**src/rtl/bk_sub_pkg.sv**
```systemverilog
// bk_sub_pkg: shared types, defaults and Brent-Kung prefix index helpers for the pipelined subtractor
package bk_sub_pkg;
  localparam int WIDTH_DEFAULT = 64;
  typedef struct packed {
    logic g;
    logic p;
  } gp_t;
  typedef struct packed {
    logic v1;
    logic v2;
  } stg_vld_t;
  function automatic bit up_node(int l, int i);
    return ((i + 1) % (2 << l)) == 0;
  endfunction
  function automatic bit down_node(int l, int i);
    return (((i + 1) % (2 << l)) == (1 << l)) && (i >= (2 << l));
  endfunction
endpackage

```
**src/rtl/bk_prefix_cell.sv**
```systemverilog
// bk_prefix_cell: Brent-Kung black cell, or gray cell (group propagate passed through) when GRAY=1
module bk_prefix_cell #(
  parameter bit GRAY = 1'b0
) (
  input  logic i_gh,
  input  logic i_ph,
  input  logic i_gl,
  input  logic i_pl,
  output logic o_g,
  output logic o_p
);
  assign o_g = i_gh | (i_ph & i_gl);
  assign o_p = i_ph & (GRAY | i_pl);
endmodule

```
**src/rtl/sixty_four_bit_brentkung_sub_pipe.sv**
```systemverilog
// sixty_four_bit_brentkung_sub_pipe: 2-stage Brent-Kung A-B-bin with valid/ready; BK_SUB_OVERFLOW_EN adds signed ovf output
module sixty_four_bit_brentkung_sub_pipe
  import bk_sub_pkg::*;
#(
  parameter int WIDTH = WIDTH_DEFAULT,
  parameter int LOG2W = $clog2(WIDTH)
) (
  input  logic             clk,
  input  logic             rst,
  input  logic             in_valid,
  output logic             in_ready,
  input  logic [WIDTH-1:0] A,
  input  logic [WIDTH-1:0] B,
  input  logic             bin,
  output logic             out_valid,
  input  logic             out_ready,
  output logic [WIDTH-1:0] diff,
  output logic             bout
`ifdef BK_SUB_OVERFLOW_EN
  ,
  output logic             ovf
`endif
);
  stg_vld_t r_v;
  logic w_adv1, w_adv2;
  gp_t [WIDTH-1:0] w_gp0, w_up, r_gp1, w_fin;
  logic [WIDTH-1:0] r_p1, w_g, w_p_unused, w_diff, r_diff;
  logic r_c0, r_bout;
  assign w_adv2   = !r_v.v2 | out_ready;
  assign w_adv1   = !r_v.v1 | w_adv2;
  assign in_ready = w_adv1;
  // c0 = ~bin is folded into bit 0's generate so every group G is directly a carry
  for (genvar i = 0; i < WIDTH; i++) begin : g_in
    assign w_gp0[i].p = A[i] ^ ~B[i];
    assign w_gp0[i].g = (A[i] & ~B[i]) | ((i == 0) & (A[i] ^ ~B[i]) & ~bin);
  end
  for (genvar l = 0; l < LOG2W; l++) begin : g_up
    gp_t [WIDTH-1:0] w_i, w_o;
    if (l == 0) begin : g_f
      assign w_i = w_gp0;
    end else begin : g_n
      assign w_i = g_up[l-1].w_o;
    end
    for (genvar i = 0; i < WIDTH; i++) begin : g_b
      if (up_node(l, i)) begin : g_c
        bk_prefix_cell #(.GRAY(1'b0)) u_c (
          .i_gh(w_i[i].g), .i_ph(w_i[i].p),
          .i_gl(w_i[i-(1<<l)].g), .i_pl(w_i[i-(1<<l)].p),
          .o_g(w_o[i].g), .o_p(w_o[i].p)
        );
      end else begin : g_w
        assign w_o[i] = w_i[i];
      end
    end
  end
  assign w_up = g_up[LOG2W-1].w_o;
  for (genvar d = 0; d < LOG2W - 1; d++) begin : g_dn
    localparam int lv = LOG2W - 2 - d;
    gp_t [WIDTH-1:0] w_i, w_o;
    if (d == 0) begin : g_f
      assign w_i = r_gp1;
    end else begin : g_n
      assign w_i = g_dn[d-1].w_o;
    end
    for (genvar i = 0; i < WIDTH; i++) begin : g_b
      if (down_node(lv, i)) begin : g_c
        bk_prefix_cell #(.GRAY(1'b1)) u_c (
          .i_gh(w_i[i].g), .i_ph(w_i[i].p),
          .i_gl(w_i[i-(1<<lv)].g), .i_pl(w_i[i-(1<<lv)].p),
          .o_g(w_o[i].g), .o_p(w_o[i].p)
        );
      end else begin : g_w
        assign w_o[i] = w_i[i];
      end
    end
  end
  assign w_fin = g_dn[LOG2W-2].w_o;
  for (genvar i = 0; i < WIDTH; i++) begin : g_out
    assign w_g[i]        = w_fin[i].g;
    assign w_p_unused[i] = w_fin[i].p;
  end
  assign w_diff = r_p1 ^ {w_g[WIDTH-2:0], r_c0};
  always_ff @(posedge clk) begin
    if (rst) r_v <= '0;
    else begin
      if (w_adv1) r_v.v1 <= in_valid;
      if (w_adv2) r_v.v2 <= r_v.v1;
    end
    if (w_adv1 && in_valid) begin
      r_gp1 <= w_up;
      r_p1  <= A ^ ~B;
      r_c0  <= ~bin;
    end
    if (w_adv2 && r_v.v1) begin
      r_diff <= w_diff;
      r_bout <= ~w_g[WIDTH-1];
    end
  end
  assign out_valid = r_v.v2;
  assign diff      = r_v.v2 ? r_diff : '0;
  assign bout      = r_v.v2 & r_bout;
`ifdef BK_SUB_OVERFLOW_EN
  logic r_as1, r_bs1, r_ovf;
  always_ff @(posedge clk) begin
    if (w_adv1 && in_valid) begin
      r_as1 <= A[WIDTH-1];
      r_bs1 <= B[WIDTH-1];
    end
    if (w_adv2 && r_v.v1) r_ovf <= (r_as1 != r_bs1) & (w_diff[WIDTH-1] != r_as1);
  end
  assign ovf = r_v.v2 & r_ovf;
`endif
endmodule

```
**config.mk**
```make
export PLATFORM = sky130hd
export DESIGN_NAME = sixty_four_bit_brentkung_sub_pipe
export DESIGN_NICKNAME = d
export VERILOG_FILES = /design/src/rtl/bk_sub_pkg.sv /design/src/rtl/bk_prefix_cell.sv /design/src/rtl/sixty_four_bit_brentkung_sub_pipe.sv
export SDC_FILE = /design/constraint.sdc
export NUM_CORES = 1
export LEC_CHECK = 0
export CAP_MARGIN = 20
export CELL_PAD_IN_SITES_DETAIL_PLACEMENT = 2
export CELL_PAD_IN_SITES_GLOBAL_PLACEMENT = 2
export CORE_MARGIN = 5
export CORE_UTILIZATION = 36
export CTS_CLUSTER_SIZE = 8
export DETAILED_ROUTE_END_ITERATION = 8
export GPL_ROUTABILITY_DRIVEN = 0
export PLACE_DENSITY_LB_ADDON = 0.1
export SYNTH_ARGS = -nofsm -noshare
export SYNTH_HDL_FRONTEND = slang
export SYNTH_SLANG_ARGS = --single-unit
```
**constraint.sdc**
```tcl
create_clock -name clk -period 6.2 [get_ports clk]
set_clock_uncertainty 0.1 [all_clocks]
set_input_delay 1.55 -clock clk [delete_from_list [all_inputs] [get_ports clk]]
set_output_delay 1.55 -clock clk [all_outputs]
set_load 0.005 [all_outputs]
```
==> results.md <==
* Status: complete, no violations
* Max Fanout on Critical Path at 4
* Sink Count at 222
* Clk_lat worst skew at approximately 0.53 ns
* Clk pwr share at about 40%
* Tot GR Track Use at 15.6%
* Pin count of the biggest net entering global routing at 72
* WL final at about 24000 µm
* Fmax at ~220 MHz
* Hold buffers post-CTS at 0
* Final worst path period need at around 4.5 ns
* Die ar. at approximately 31000 µm²
* Async S/R FF share, synth at 0%
* Global-route wire length before repair at between 30000 and 40000 µm
* Synth unique cells at 33
* Clk pin slew, worst setup/hold paths at approximately 0.050 ns
* Hold Violations, Final at 0
* DRC errors left at 0
* Site Rows at 60
* Power per cell area at between 200 and 300 nW/µm²
* Worst-Margin Slew at between 1 and 1.5 ns
* Largest cells by area after synthesis: edfxtp_1 (67%), ha_1 (12%), and2_1 (5.1%)
* Post-synth top cells: edfxtp_1 (220), ha_1 (95), and2_1 (81)
* LEAKAGE at roughly 5.4 nW
* Maximum vdd drop at 174 µV
* Worst setup EP type: output port
* Area of the multi-input gates at around 3000 µm²
* Synth-to-Final Area Change at 33.5%
* Net switching power at about 0.85 mW
* Fillcell total at between 2000 and 3000
* Floorplan core area at between 20000 and 30000 µm²
* Synth Net Count at 903
* Post-cts resize count at 0
* Wirelength per Cell at approximately 19 µm
* Via count at between 6000 and 7000
* Root Driver: clkbuf_16
* Register area at ~6600 µm²
* CTS H-tree lvls at 1
* Initial antenna violation count at 0
* Seq/Total Area, Yosys at approximately 67%
* Final setup viols at 0
* Max stage delay on crit path at approximately 0.46 ns
* Initial drt markers at 200
* Critical path class: in2out
* Drt pass-1 iters at 4
* Setup TNS at 0 ns
* Post-CTS setup buffer count at 0
* Syn. warnings at 0
* Num CTS Buffers at 31
* Top-area cell type share of the netlist area at between 60 and 70%
* Number of synthesized flops with an enable pin at 220
* Worst Path Required at 4.55 ns
* Drt via density at about 4.8
* Maximum clock path buffer count at 3
* CP dominant cell by count: clkdlybuf4s50_1
* Relative slew slack at 32.5%
* Io pins at 200
* Worst path cell trace: clkdlybuf4s50_1 > nor2b_1 > nand2_1 > clkdlybuf4s50_1
* Period utilization at between 70% and 80%
* Mapped Area at roughly 9900 µm²
* Worst slack, placed at about 1.7 ns
* Gate power share at between 10% and 20%
* Die Height at 176 µm
* Mapped Cells at just under 700
* Max_cap viols at 0
* Yosys top cell by area: edfxtp_1
* Most used DFF post-synth: edfxtp_1
* Share of cells above drive strength 1 at about 5.4%
* Flop pwr share at ~49%
* Number of global-route vias before repair at approximately 7100
* Register bit count reported by yosys at 222
* Int Pwr at 2.97 mW
* Crit start category: primary input
* Initial Utilization at 36.7%
* CTS tree: yes
* Antenna Diode Count at 0
* Avg Inst Size Synth at around 15 µm²
* Max-slew violation count at 0
* Chip width at roughly 180 µm
* Crit path DAT at 2.88 ns
* # nets final at between 1000 and 1500
* Dpl hpwl at roughly 18000 µm
* Sw Ratio at between 20 and 25%
* Worst hold-check path type: reg2reg
* Slowest-stage cell, CP: clkdlybuf4s50_1
* RSZ-0062 raised after global routing: no
* GRT overflow at 0
* Final worst setup slack at 1.67 ns
* Routed Antenna Nets at 0
* Count leader, synth: edfxtp_1
* Port Buffers at around 200
[layer usage]
metal | wire [µm] | track usage [%]
met3 | 1260 | 2.99
met4 | 290 | 3.09
met1 | 9940 | 18.8
met2 | 13000 | 29.2
met5 | 0 | 0
[power by group through the flow]
stage	logic (mW)	registers (mW)	clock network [mW]
floorplan	0.222	1.87	0
global placement	0.411	1.87	0
detailed placement	0.441	1.88	0
CTS	0.447	1.86	1.58
global route	0.487	1.86	1.65
finish	0.434	1.85	1.54
[layout by cell type, fill, tap and decap left out, drive strengths merged, types with 2 or more instances in the layout]
| master | synthesis | routed |
|---|---|---|
| dfxtp | 2 | 2 |
| xnor2 | 31 | 31 |
| buf | 0 | 5 |
| nand2 | 11 | 11 |
| a31o | 5 | 5 |
| a21o | 53 | 53 |
| clkbuf | 7 | 57 |
| ha | 95 | 95 |
| nand3 | 4 | 4 |
| o21ai | 8 | 8 |
| nor2 | 36 | 36 |
| nor3 | 2 | 2 |
| inv | 75 | 75 |
| and4 | 2 | 2 |
| and2 | 83 | 83 |
| and3 | 10 | 10 |
| a221oi | 2 | 2 |
| xor2 | 2 | 2 |
| a21oi | 15 | 15 |
| nor2b | 3 | 3 |
| edfxtp | 220 | 220 |
| clkdlybuf4s50 | 0 | 199 |
[final cells by class]
class / instances / area share [%]
clock buffer: 57 / 6.61
sequential: 222 / 50.3
multi-input combinational: 371 / 22.4
inverter: 75 / 2.13
tap: 341 / 3.23
timing repair buffer: 204 / 15.3
[cells by family (layout without fill, tap and decap cells)]
| logic type | count (synthesis) | count (layout) | synth area share [%] |
|---|---|---|---|
| AO/OA/AOI/OAI | 88 | 88 | 6.25 |
| XOR/XNOR | 33 | 33 | 2.92 |
| AND/OR/NAND/NOR | 155 | 155 | 8.64 |
| adder cells (fa/ha/maj) | 95 | 95 | 12.0 |
| flip-flops | 222 | 222 | 67.1 |
| buffers and inverters | 82 | 336 | 3.11 |
[critical path: cells and delay by family]
family | cells | cell delay [ns]
buf+inv | 2 | 0.87
simple gates | 2 | 0.46
[through the flow]
stage                     instances  power [mW]  utilization [%]  area [µm²]  hold slack, ns
after floorplan                 675        2.10                -        9910           0.378
after global placement         1213        2.28             45.7       12300           0.404
after detailed placement       1213        2.33             45.7       12300           0.405
after CTS                      1270        3.88             48.9       13200           0.419
after global routing           1270        4.00             48.9       13200           0.445
final                          1270        3.82             48.9       13200           0.414
[registers in the layout (all words and copies together) (netlist names)]
signal and flops:
g_dn.w_i 90, r_diff 64, r_p1 64, out_valid 1, r_bout 1, r_c0 1
r_v 1
[final timing paths]
kind                                       start       end  slack, ns  depth (start not counted)
worst max-delay path                   out_ready  in_ready       1.67                          4
worst min-delay path            g_dn[0].w_i[127]    r_bout       0.41                          1
worst max register to register         out_valid   r_p1[5]       3.12                          5
worst min register to register  g_dn[0].w_i[127]    r_bout       0.41                          1
Note: power is estimated with default switching activity, not from simulation.
